===== config.mk =====
export PLATFORM = sky130hd
export DESIGN_NAME = axi_lite_master
export DESIGN_NICKNAME = d
export VERILOG_FILES = /design/src/rtl/axi_lite_master.sv
export SDC_FILE = /design/constraint.sdc
export NUM_CORES = 1
export LEC_CHECK = 0
export ABC_AREA = 1
export BUFFER_PORTS_ARGS = -buffer_cell sky130_fd_sc_hd__buf_2
export CORE_MARGIN = 10
export CORE_UTILIZATION = 45
export DETAILED_ROUTE_END_ITERATION = 16
export PLACE_DENSITY_LB_ADDON = 0.12
export SLEW_MARGIN = 5
export SYNTH_ARGS = -nofsm -noshare
export SYNTH_HDL_FRONTEND = slang
export SYNTH_SLANG_ARGS = --single-unit
export TNS_END_PERCENT = 20

===== constraint.sdc =====
create_clock -name i_axi_clk -period 1.6 [get_ports i_axi_clk]
set_clock_uncertainty 0.1 [all_clocks]
set_input_delay 0.24 -clock i_axi_clk [delete_from_list [all_inputs] [get_ports i_axi_clk]]
set_output_delay 0.24 -clock i_axi_clk [all_outputs]
set_load 0.1 [all_outputs]

===== src/rtl/axi_lite_master.sv =====
// Single-outstanding AXI4-Lite initiator: one command in, one AXI transaction, one response out.
// Optional watchdog output o_timeout is built when AXIML_TIMEOUT_EN is defined.
module axi_lite_master #(
    parameter int unsigned ADDR_WIDTH     = 32,
    parameter int unsigned DATA_WIDTH     = 32,
    parameter int unsigned STROBE_WIDTH   = DATA_WIDTH / 8,
    parameter int unsigned TIMEOUT_CYCLES = 1024
) (
    input  logic                    i_axi_clk,
    input  logic                    i_axi_rst,
    input  logic                    i_cmd_valid,
    output logic                    o_cmd_ready,
    input  logic                    i_cmd_wr,
    input  logic [ADDR_WIDTH-1:0]   i_cmd_addr,
    input  logic [DATA_WIDTH-1:0]   i_cmd_wdata,
    input  logic [STROBE_WIDTH-1:0] i_cmd_wstrb,
    output logic                    o_rsp_valid,
    input  logic                    i_rsp_ready,
    output logic [DATA_WIDTH-1:0]   o_rsp_rdata,
    output logic [1:0]              o_rsp_resp,
    output logic                    o_awvalid,
    output logic [ADDR_WIDTH-1:0]   o_awaddr,
    input  logic                    i_awready,
    output logic                    o_wvalid,
    output logic [DATA_WIDTH-1:0]   o_wdata,
    output logic [STROBE_WIDTH-1:0] o_wstrb,
    input  logic                    i_wready,
    input  logic                    i_bvalid,
    output logic                    o_bready,
    input  logic [1:0]              i_bresp,
    output logic                    o_arvalid,
    output logic [ADDR_WIDTH-1:0]   o_araddr,
    input  logic                    i_arready,
    input  logic                    i_rvalid,
    output logic                    o_rready,
    input  logic [1:0]              i_rresp,
`ifdef AXIML_TIMEOUT_EN
    output logic                    o_timeout,
`endif
    input  logic [DATA_WIDTH-1:0]   i_rdata
);

    typedef enum logic [2:0] {
        IDLE,
        WR,
        WR_RESP,
        RD_ADDR,
        RD_DATA,
        RSP
    } state_t;

    state_t                  state_q, state_d;
    logic                    cmd_ready_q, cmd_ready_d;
    logic                    awvalid_q, awvalid_d;
    logic                    wvalid_q, wvalid_d;
    logic                    bready_q, bready_d;
    logic                    arvalid_q, arvalid_d;
    logic                    rready_q, rready_d;
    logic                    rsp_valid_q, rsp_valid_d;
    logic [ADDR_WIDTH-1:0]   addr_q, addr_d;
    logic [DATA_WIDTH-1:0]   wdata_q, wdata_d;
    logic [STROBE_WIDTH-1:0] wstrb_q, wstrb_d;
    logic [DATA_WIDTH-1:0]   rdata_q, rdata_d;
    logic [1:0]              resp_q, resp_d;
    logic                    cmd_accept;
    logic                    aw_done;
    logic                    w_done;

`ifdef AXIML_TIMEOUT_EN
    localparam int unsigned CNT_W = $clog2(TIMEOUT_CYCLES + 1);
    logic [CNT_W-1:0] cnt_q, cnt_d;
    logic             timeout_q, timeout_d;
`endif

    always_comb begin
        state_d     = state_q;
        cmd_ready_d = cmd_ready_q;
        awvalid_d   = awvalid_q;
        wvalid_d    = wvalid_q;
        bready_d    = bready_q;
        arvalid_d   = arvalid_q;
        rready_d    = rready_q;
        rsp_valid_d = rsp_valid_q;
        addr_d      = addr_q;
        wdata_d     = wdata_q;
        wstrb_d     = wstrb_q;
        rdata_d     = rdata_q;
        resp_d      = resp_q;
        cmd_accept  = 1'b0;
        // A channel counts as done once its valid has already dropped or its ready is seen now.
        aw_done     = !awvalid_q || i_awready;
        w_done      = !wvalid_q || i_wready;

        case (state_q)
            IDLE: begin
                cmd_ready_d = 1'b1;
                if (cmd_ready_q && i_cmd_valid) begin
                    cmd_accept  = 1'b1;
                    cmd_ready_d = 1'b0;
                    addr_d      = i_cmd_addr;
                    if (i_cmd_wr) begin
                        wdata_d   = i_cmd_wdata;
                        wstrb_d   = i_cmd_wstrb;
                        awvalid_d = 1'b1;
                        wvalid_d  = 1'b1;
                        state_d   = WR;
                    end else begin
                        arvalid_d = 1'b1;
                        state_d   = RD_ADDR;
                    end
                end
            end
            WR: begin
                if (awvalid_q && i_awready) awvalid_d = 1'b0;
                if (wvalid_q && i_wready)   wvalid_d  = 1'b0;
                if (aw_done && w_done) begin
                    bready_d = 1'b1;
                    state_d  = WR_RESP;
                end
            end
            WR_RESP: begin
                if (i_bvalid) begin
                    bready_d    = 1'b0;
                    resp_d      = i_bresp;
                    rdata_d     = '0;
                    rsp_valid_d = 1'b1;
                    state_d     = RSP;
                end
            end
            RD_ADDR: begin
                if (i_arready) begin
                    arvalid_d = 1'b0;
                    rready_d  = 1'b1;
                    state_d   = RD_DATA;
                end
            end
            RD_DATA: begin
                if (i_rvalid) begin
                    rready_d    = 1'b0;
                    rdata_d     = i_rdata;
                    resp_d      = i_rresp;
                    rsp_valid_d = 1'b1;
                    state_d     = RSP;
                end
            end
            RSP: begin
                if (i_rsp_ready) begin
                    rsp_valid_d = 1'b0;
                    cmd_ready_d = 1'b1;
                    state_d     = IDLE;
                end
            end
            default: begin
                state_d = IDLE;
            end
        endcase

`ifdef AXIML_TIMEOUT_EN
        cnt_d     = cnt_q;
        timeout_d = timeout_q;
        if (cmd_accept) begin
            cnt_d = '0;
        end else if (state_q != IDLE && state_q != RSP && cnt_q != CNT_W'(TIMEOUT_CYCLES)) begin
            cnt_d = cnt_q + CNT_W'(1);
        end
        if (cnt_d == CNT_W'(TIMEOUT_CYCLES)) timeout_d = 1'b1;
`endif
    end

    always_ff @(posedge i_axi_clk or negedge i_axi_rst) begin
        if (!i_axi_rst) begin
            state_q     <= IDLE;
            cmd_ready_q <= 1'b0;
            awvalid_q   <= 1'b0;
            wvalid_q    <= 1'b0;
            bready_q    <= 1'b0;
            arvalid_q   <= 1'b0;
            rready_q    <= 1'b0;
            rsp_valid_q <= 1'b0;
            addr_q      <= '0;
            wdata_q     <= '0;
            wstrb_q     <= '0;
            rdata_q     <= '0;
            resp_q      <= '0;
`ifdef AXIML_TIMEOUT_EN
            cnt_q       <= '0;
            timeout_q   <= 1'b0;
`endif
        end else begin
            state_q     <= state_d;
            cmd_ready_q <= cmd_ready_d;
            awvalid_q   <= awvalid_d;
            wvalid_q    <= wvalid_d;
            bready_q    <= bready_d;
            arvalid_q   <= arvalid_d;
            rready_q    <= rready_d;
            rsp_valid_q <= rsp_valid_d;
            addr_q      <= addr_d;
            wdata_q     <= wdata_d;
            wstrb_q     <= wstrb_d;
            rdata_q     <= rdata_d;
            resp_q      <= resp_d;
`ifdef AXIML_TIMEOUT_EN
            cnt_q       <= cnt_d;
            timeout_q   <= timeout_d;
`endif
        end
    end

    assign o_cmd_ready = cmd_ready_q;
    assign o_rsp_valid = rsp_valid_q;
    assign o_rsp_rdata = rdata_q;
    assign o_rsp_resp  = resp_q;
    assign o_awvalid   = awvalid_q;
    assign o_awaddr    = addr_q;
    assign o_wvalid    = wvalid_q;
    assign o_wdata     = wdata_q;
    assign o_wstrb     = wstrb_q;
    assign o_bready    = bready_q;
    assign o_arvalid   = arvalid_q;
    assign o_araddr    = addr_q;
    assign o_rready    = rready_q;
`ifdef AXIML_TIMEOUT_EN
    assign o_timeout   = timeout_q;
`endif

endmodule


==> metrics.csv, run 1 <==
metric,value,unit
kind of capture point of the worst setup path,register,
CTS Root Buffer Type,clkbuf_8,
final routed DRC violation total,0,
most used flip-flop cell after synthesis,dfrtp_1,
period utilisation layout,99.5,%
Die Height,124,um
Final Routed Wirelength,16.2,mm
WL per Instance,16.3,um
Nets,966,
TritonCTS clock tree,yes,
number of nets with antenna violations after detailed routing,0,
synthesis-to-layout area growth,47.1,%
average footprint of a synthesized cell,8.69,um^2
number of global-route vias before repair,4679,
max_slew headroom,65.6,%
number of I/O port buffers,254,
type of the worst min-delay path,in2reg,
via count,4750,
least setup slack across all paths after layout,0.00799,ns
gr usage total,19.3,%
first-pass detailed-route iteration total,6,
Netlist cell types,22,
"Min Clock Period, post-route",1.59,ns
async set or reset register ratio after synthesis,100,%
start point of the worst hold path,i_cmd_wdata[28],
arrival time of data at the critical path endpoint,1.76,ns
maximum number of pins on one net before global-route repair,69,
Final Slew Violations,0,
wire length of the first global-routing pass,23.5,mm
routed via count divided by cell count,4.78,
worst setup path startpoint,state_q[0],
count of endpoints failing hold in the final timing report,0,
Syn Nets,671,
fraction of the mapped netlist area in adder cells,0,%
placeable core area,10400,um^2
worst slack after detailed placement,-0.0140,ns
total number of H-tree levels,3,
Mapped Cells,557,
horizontal die dimension,124,um
Cell Rows,37,
deepest clock path buffer count,2,
worst-path maximum fanout,18,
"Clk pin slew, worst setup/hold paths",0.10,ns
area enclosed by the die boundary,15300,um^2
area of the mapped netlist,4840,um^2
fraction of synthesized cell area in xor and xnor cells,0,%
multiplexer fraction of the synthesized cell area,0,%
number of primary I/O pins,255,
combinational family with the most area after synthesis,simple AND/OR/NAND/NOR gates,
Final Setup Violations,0,
number of flops mapped to enable cells by yosys,0,
Slew @ Worst Pin,0.520,ns
initial detailed-routing violation count,219,
setup repair after global routing missed its margin,yes,
Worst Setup Start Kind,register,
weighted congestion reported at the end of routability-driven placement,0.830,
proportion of layout cells with a drive suffix above 1,36.4,%
share of the synthesized area in compound gates (AO/OA/AOI/OAI),5.04,%
share of the yosys chip area belonging to registers,57.9,%
reg2reg start,state_q[0],
flop and latch count out of synthesis,112,
required time at the worst-slack endpoint,1.77,ns
area share of and/or/nand/nor cells after synthesis,27.4,%
number of maximum-capacitance violations,0,
highest achievable clock rate,628,MHz
Synthesis Warnings,0,
detailed placement HPWL,11.0,mm
Inserted Clock Buffers,9,
effective utilization at floorplan,46.5,%
critical path class,reg2reg,
outcome,"finished, final reports clean",
remaining global-route overflow,0,
clock latency at the later pin of the worst-skew pair,0.36,ns
antenna violations before repair,1,
clock sinks,112,
## worst max-delay path, cell delays in order, from the launching register on
cell,delay (ns)
dfrtp_2,0.48
nor2_4,0.15
nand2_2,0.12
nor2_8,0.15
buf_4,0.16
nand2_4,0.15
nand2_1,0.11
nand2_1,0.05
## state kept, by name (all words and copies together), names as in the netlist, 2 cells and up
signal	flops
o_wdata	32
o_rsp_rdata	32
o_araddr	32
o_rsp_resp	2
o_wstrb	4
state_q	3
## layout by cell type (no fill, tap or decap), types with 4 or more instances in the layout
master / n
buf_12: 7
nand3_1: 41
buf_4: 12
a21oi_1: 8
clkbuf_4: 11
clkbuf_8: 9
dfrtp_1: 108
nor2_1: 4
nand2_1: 265
o21ai_2: 5
o21ai_0: 23
o21ai_1: 9
inv_1: 13
dlygate4sd3_1: 68
buf_2: 242
## Yosys cell counts, types with 2 or more instances
cell type | instances | share of area [%]
dfrtp_1 | 112 | 58
buf_2 | 18 | 1.9
o21ai_1 | 5 | 0.52
inv_1 | 13 | 1.0
buf_4 | 33 | 5.1
nor2_1 | 5 | 0.39
nand2_1 | 266 | 21
nand4_1 | 2 | 0.26
clkbuf_1 | 6 | 0.47
nand2_2 | 2 | 0.26
o21ai_2 | 5 | 0.91
inv_2 | 2 | 0.16
buf_6 | 4 | 0.93
nand3b_1 | 2 | 0.31
a21oi_1 | 8 | 0.83
o21ai_0 | 27 | 2.8
nor2_4 | 2 | 0.47
nand3_1 | 41 | 4.2
## layer usage
layer | vias to the layer above | part of all wire (%) | GRT usage [%]
li1 | 2297 | - | -
met1 | 2220 | 38 | 21.4
met2 | 211 | 49 | 33.3
met3 | 22 | 10 | 6.61
met4 | 0 | 1.9 | 7.79
met5 | - | 0 | 0
## cell type report
type,instances,area [um^2]
multi-input combinational,369,1610
clock inverter,6,60.1
clock buffer,10,128
tap,136,170
sequential,112,2810
timing repair buffer,344,2280
fill,858,3300
antenna,1,2.50
inverter,16,62.6
## metrics by stage
| stage | instance area, um^2 | std cells | util [%] | setup TNS [ns] | hold WS (ns) |
|---|---|---|---|---|---|
| 5_1_grt | 7120 | 994 | 68.3 | -2.53 | 0.00574 |
| 6_report | 7120 | 994 | 68.3 | 0 | 0.00989 |
| 2_1_floorplan | 4840 | 557 | - | -2.82 | -0.156 |
| 4_1_cts | 6910 | 981 | 66.3 | 0 | 0.000216 |
| 3_3_place_gp | 6040 | 897 | 58.0 | 0 | -0.0370 |
| 3_5_place_dp | 6040 | 897 | 58.0 | -0.0232 | -0.0410 |
## cells by family after synthesis
| logic type | after synthesis |
|---|---|
| compound gates | 45 |
| flops | 112 |
| simple gates | 323 |
| buf+inv | 77 |
## what timing repair did
| action | in CTS | in global routing |
|---|---|---|
| resized for setup | 1 | 28 |
| setup buffers | 0 | 8 |
| hold buffers | 68 | 0 |
| endpoints found under the setup margin | 43 | 120 |
| cloned | 0 | 4 |
| endpoints found under the hold margin | 179 | 0 |
| pin swaps | 0 | 4 |
## path summary, 6_finish.rpt
| kind | to | depth (start not counted) | slack, ns |
|---|---|---|---|
| worst max-delay path | o_wdata[9] | 7 | 0.008 |
| worst min-delay path | o_wdata[28] | 3 | 0.01 |
| worst max register to register | o_wdata[9] | 7 | 0.008 |
| worst min register to register | o_wdata[25] | 2 | 0.37 |
| max in group asynchronous | o_awvalid | 3 | 0.71 |
| min in group asynchronous | o_araddr[13] | 2 | 0.12 |
Power of run 1 is left out: the tool's default activity adds up to more than one toggle a clock period on the data nets, which glitch-free logic cannot reach.
==> inputs of run 2 (changes only) <==
--- a/constraint.sdc
+++ b/constraint.sdc
@@ -4,2 +4,2 @@
 set_output_delay 0.24 -clock i_axi_clk [all_outputs]
-set_load 0.1 [all_outputs]
+set_load 0.02 [all_outputs]
==> run 2 against run 1 <==
  * Critical path type unchanged
  * Register-to-register slack hardly changed
  * Utilization shrank 0.37 points
  * Cell area is 0.54% lower
  * Global-route usage fell by 0.12 points
  * Worst hold slack is essentially flat
  * Sequential share of layout area is 0.16 points higher
  * Non-clock buffer count is 6 lower
==> metrics.csv, run 2 (same netlist as run 1, synthesis figures left out) <==
metric,value,unit,change
reg2reg start,state_q[0],,
number of maximum-capacitance violations,0,,unchanged
met1 track demand over resource,21.6,%,+0.20 points
type of the worst min-delay path,in2reg,,
number of global-route vias before repair,4756,,+1.6%
wire length of the first global-routing pass,23.7,mm,+0.59%
worst-path maximum fanout,20,,+2
cell leakage power,3.99,nW,
initial detailed-routing violation count,192,,-12%
number of I/O port buffers,254,,unchanged
via count,4736,,-0.29%
number of nets with antenna violations after detailed routing,0,,unchanged
remaining global-route overflow,0,,unchanged
clock latency at the later pin of the worst-skew pair,0.36,ns,about the same
final routed DRC violation total,0,,unchanged
deepest clock path buffer count,2,,unchanged
gr usage total,19.2,%,-0.12 points
worst hold-check slack,0.0102,ns,+0.000319 ns
required time at the worst-slack endpoint,1.81,ns,+0.04 ns
met2 routing resource usage after global routing,32.6,%,-0.70 points
busiest grt layer,met2,,
count of endpoints failing hold in the final timing report,0,,unchanged
period utilisation layout,99.0,%,-0.47 points
Setup TNS,0,ns,unchanged
Critical Path Sink,o_araddr[13],,
"Clk pin slew, worst setup/hold paths",0.11,ns,about the same
detailed placement HPWL,11.1,mm,+1.1%
weighted congestion reported at the end of routability-driven placement,0.858,,+3.4%
maximum vdd ir drop,0.999,mV,
most frequent cells in the layout,"nand2_1 (264), buf_2 (253), dfrtp_1 (109)",,
setup repair after global routing missed its margin,yes,,
"critical path, cell by cell","nor2_4, nand2_4, nor2_8, buf_12, clkbuf_16, nand2_1, nand2_1",,
clock sinks,112,,unchanged
proportion of layout cells with a drive suffix above 1,37.0,%,+0.61 points
Die Height,124,um,unchanged
antenna violations before repair,2,,+1
maximum number of pins on one net before global-route repair,42,,-39%
routed via count divided by cell count,4.79,,+0.31%
"Max stage delay cell, worst path",dfrtp_2,,
synthesis-to-layout area growth,46.3,%,
reg-to-reg critical path endpoint,o_araddr[13],,
area enclosed by the die boundary,15300,um^2,unchanged
critical path class,reg2reg,,
TritonCTS clock tree,yes,,
Cell Rows,37,,unchanged
path depth of the worst reg2reg path,7,,unchanged
worst setup path startpoint,state_q[0],,
Final Setup Violations,0,,unchanged
worst slack after detailed placement,-0.0436,ns,-0.0296 ns
effective utilization at floorplan,46.5,%,unchanged
"leading cell type in the layout, fill and taps excluded",nand2_1,,
first-pass detailed-route iteration total,5,,-1
"Min Clock Period, post-route",1.58,ns,-0.00757 ns
Slew @ Worst Pin,0.505,ns,-0.0150 ns
final core utilization,68.0,%,-0.37 points
"reg-to-reg slack, setup",0.02,ns,about the same
highest achievable clock rate,631,MHz,+0.48%
Nets,960,,-0.62%
number of primary I/O pins,255,,unchanged
total number of H-tree levels,3,,unchanged
kind of capture point of the worst setup path,register,,
max_slew headroom,66.3,%,+0.76 points
Worst Setup Start Kind,register,,
outcome,"finished, final reports clean",,
arrival time of data at the critical path endpoint,1.79,ns,+0.03 ns
Worst path max stage delay,0.49,ns,about the same
horizontal die dimension,124,um,unchanged
Inserted Clock Buffers,9,,unchanged
crit-path most repeated cell,nand2_1,,
met3 usage in global routing,6.33,%,-0.27 points
Power Dens Cells,1980,nW/um^2,
WL per Instance,16.2,um,-0.29%
Final Slew Violations,0,,unchanged
placeable core area,10400,um^2,unchanged
Final Routed Wirelength,16.0,mm,-0.89%
CTS Root Buffer Type,clkbuf_8,,
least setup slack across all paths after layout,0.0156,ns,+0.00757 ns
-- run 2: cell count changes in the layout (fill, tap and decap cells not counted), sizes merged --
cell	before	now
buf	263	273
bufinv	1	0
dlygate4sd3	68	62
clkbuf	23	15
inv	15	16
clkinvlp	2	0
-- run 2: worst min-delay path by stage --
stage / from / to / slack [ns] / cells after the start
3_3_place_gp: i_axi_rst / o_araddr[30] / 0.06 / 1
2_1_floorplan: i_axi_rst / o_araddr[0] / -0.16 / 0
5_1_grt: i_cmd_wdata[28] / o_wdata[28] / 0.006 / 3
4_1_cts: i_cmd_wdata[28] / o_wdata[28] / 0.0002 / 3
6_report: i_rdata[14] / o_rsp_rdata[14] / 0.01 / 3
3_5_place_dp: i_axi_rst / o_araddr[30] / 0.07 / 1
-- run 2: stage by stage --
step / instance area (um^2) / total power (W) / std cells
after global routing: 7080 / 0.0150 / 988
after global placement: 6050 / 0.0118 / 901
after detailed placement: 6050 / 0.0119 / 901
after CTS: 6870 / 0.0136 / 979
final: 7080 / 0.0140 / 988
after floorplan: 4840 / 0.00975 / 557
-- run 2: report_power, final --
group / leakage, nW / switching (W) / internal, W
clock network: 0.0967 / 0.000926 / 0.000658
registers: 1.43 / 0.000854 / 0.00412
logic: 2.47 / 0.00488 / 0.00258
total: 3.99 / 0.00666 / 0.00736
-- run 2: worst max-delay path: cells and delay by family, from the launching register on --
kind | cells | cell delay (ns)
buffers and inverters | 2 | 0.34
AND/OR/NAND/NOR | 5 | 0.59
flip-flops | 1 | 0.49
-- run 2: final cells by class --
cell class              count  area, um^2
repair buffers            338        2220
fillers                   838        3340
clock inverters             4        27.5
multi-input cells         369        1640
clock buffers              12         155
diodes                      1        2.50
well taps                 136         170
inverters                  16        65.1
flip-flops and latches    112        2810
-- run 2: repair_timing --
action	in CTS	in global routing
endpoints found under the setup margin	71	102
pin swaps	0	10
buffers inserted	0	4
hold buffers	62	0
gates resized for setup	3	26
gates cloned	0	4
endpoints found under the hold margin	146	0
-- run 2: metal layers --
layer / share of wire, % / wire length (um)
met1: 38 / 6060
met2: 49 / 7850
met3: 10 / 1650
met4: 2.8 / 451
met5: 0.081 / 13
Note: power is estimated with default switching activity, not from simulation.
==> inputs of run 3 (changes only) <==
- HOLD_SLACK_MARGIN: default -> 0.1
==> run 3 against run 2 <==
  * The run now ends with setup timing left
  * Final cell count grew 4.8%
  * Sequential power about the same
  * Combinational power increased by 3.6%
  * Worst hold slack better by 0.12 ns
  * Wire length up 8.7%
  * Register-to-register slack lost 0.03 ns
  * Die area is the same
  * Highest routed layer unchanged
  * Flip-flop and latch count stayed put
  * Via count grew 5.0%
  * Non-clock buffer count grew 45
==> metrics.csv, run 3 (same netlist as run 1, synthesis figures left out) <==
metric,value,unit,change
arrival time of data at the critical path endpoint,1.82,ns,+0.03 ns
weighted congestion reported at the end of routability-driven placement,0.858,,unchanged
flip-flop and latch area,2810,um^2,unchanged
Power Dens Cells,1890,nW/um^2,-4.6%
Slew @ Worst Pin,0.646,ns,+0.141 ns
"critical path, cell by cell","nor2_4, nand2_4, nor2_8, buf_12, buf_12, clkbuf_16, nand2_1, nand2_1",,
combinational cell fraction of total power,54.1,%,+0.9 points
maximum number of pins on one net before global-route repair,42,,unchanged
Final Routed Wirelength,17.4,mm,+8.7%
max_slew headroom,56.9,%,-9.4 points
number of nets with antenna violations after detailed routing,0,,unchanged
outcome,"finished, violations left",,
most frequent cells in the layout,"nand2_1 (260), buf_2 (253), dfrtp_1 (109)",,
CTS Root Buffer Type,clkbuf_8,,
highest achievable clock rate,619,MHz,-1.8%
switching share of power,47.6,%,+0.14 points
proportion of layout cells with a drive suffix above 1,36.1,%,-0.94 points
via count,4973,,+5.0%
Die Height,124,um,unchanged
final non-filler cell total,1035,,+4.8%
initial detailed-routing violation count,279,,+45%
maximum vdd ir drop,1.02,mV,+2.0%
total number of H-tree levels,3,,unchanged
Final Setup Violations,5,,+5
clock share of power,11.0,%,-0.3 points
number of maximum-capacitance violations,0,,unchanged
"leading cell type in the layout, fill and taps excluded",nand2_1,,
Int Power,0.00748,W,+1.7%
WL per Instance,16.8,um,+3.8%
type of the worst min-delay path,in2reg,,
effective utilization at floorplan,46.5,%,unchanged
TritonCTS clock tree,yes,,
sequential fraction of design power,34.9,%,-0.6 points
clock sinks,112,,unchanged
number of primary I/O pins,255,,unchanged
count of endpoints failing hold in the final timing report,0,,unchanged
"Min Clock Period, post-route",1.61,ns,+0.0298 ns
routed via count divided by cell count,4.80,,+0.24%
setup repair after global routing missed its margin,yes,,
Fill cells,763,,-8.9%
Nets,1007,,+4.9%
area of combinational cells with multiple inputs,1670,um^2,+2.3%
total placed cells including tap cells,901,,unchanged
"Clk pin slew, worst setup/hold paths",0.10,ns,about the same
worst-path maximum fanout,7,,-65%
deepest clock path buffer count,2,,unchanged
violations in the final reports,setup timing,,
detailed placement HPWL,11.1,mm,unchanged
cell leakage power,4.20,nW,+5.1%
Worst path max stage delay,0.49,ns,about the same
"Max stage delay cell, worst path",dfrtp_2,,
required time at the worst-slack endpoint,1.80,ns,about the same
first-pass detailed-route iteration total,4,,-1
least setup slack across all paths after layout,-0.0143,ns,-0.0298 ns
clock latency at the later pin of the worst-skew pair,0.36,ns,about the same
overall power of the completed layout,0.0143,W,+1.9%
period utilisation layout,101,%,+1.9 points
horizontal die dimension,124,um,unchanged
Worst Setup Start Kind,register,,
Final Slew Violations,0,,unchanged
wire length of the first global-routing pass,25.0,mm,+5.6%
antenna violations before repair,2,,unchanged
worst hold-check slack,0.131,ns,+0.121 ns
kind of capture point of the worst setup path,register,,
placeable core area,10400,um^2,unchanged
area enclosed by the die boundary,15300,um^2,unchanged
number of global-route vias before repair,4985,,+4.8%
critical path class,reg2reg,,
gr usage total,20.3,%,+1.1 points
synthesis-to-layout area growth,56.4,%,
number of I/O port buffers,254,,unchanged
net switching power of the design,0.00681,W,+2.2%
Cell Rows,37,,unchanged
Inserted Clock Buffers,9,,unchanged
remaining global-route overflow,0,,unchanged
final routed DRC violation total,0,,unchanged
==> run 3: final timing paths <==
check	cells after the start	from	slack, ns	endpoint
worst max-delay path	8	state_q[0]	-0.01	o_araddr[13]
worst min-delay path	5	i_rresp[1]	0.13	o_rsp_resp[1]
worst max register to register	8	state_q[0]	-0.01	o_araddr[13]
worst min register to register	2	o_wdata[20]	0.38	o_wdata[20]
max in group asynchronous	3	i_axi_rst	0.66	o_rsp_rdata[1]
min in group asynchronous	2	i_axi_rst	0.23	o_rsp_rdata[19]
==> run 3: power groups by stage <==
stage	Clock, W	Combinational [W]	Sequential, W
after floorplan	0	0.00331	0.00644
after global placement	0	0.00684	0.00492
after detailed placement	0	0.00693	0.00497
after CTS	0.00164	0.00714	0.00494
after global routing	0.00175	0.00841	0.00514
final	0.00157	0.00773	0.00499
==> run 3: timing repair <==
item	in CTS	in global routing
setup endpoints to repair	71	103
hold endpoints to repair	215	0
gates cloned	0	8
pin swaps	0	16
resized for setup	3	33
buffers inserted	0	5
hold buffers	104	0
==> run 3: worst max-delay path: cells and delay by family (launching register included) <==
family,cells,cell delay (ns)
flip-flops,1,0.49
buffers and inverters,3,0.39
AND/OR/NAND/NOR,5,0.57
==> run 3: per-layer routing <==
metal,vias up,part of all wire [%],track usage (%)
met1,2329,37,22.6
met2,225,50,35.0
li1,2381,-,-
met4,2,2.9,8.95
met3,36,9.9,6.43
met5,-,0.075,0
==> run 3: layout make-up <==
cell class / count / share of cell area [%]
sequential: 112 / 37.1
inverter: 16 / 0.860
clock buffer: 12 / 2.05
timing repair buffer: 383 / 35.2
multi-input combinational: 371 / 22.1
tap: 136 / 2.25
antenna: 1 / 0.0331
clock inverter: 4 / 0.364
==> run 3: through the flow <==
| step | setup WS (ns) | TNS (ns) | instance area, um^2 | util, % |
|---|---|---|---|---|
| floorplan | 0.129 | 0 | 4840 | - |
| global placement | 0.0288 | 0 | 6050 | 58.1 |
| detailed placement | -0.0436 | -0.914 | 6050 | 58.1 |
| CTS | 0.0157 | 0 | 7290 | 70.0 |
| global route | -0.0690 | -3.01 | 7570 | 72.6 |
| finish | -0.0143 | -0.0277 | 7570 | 72.6 |
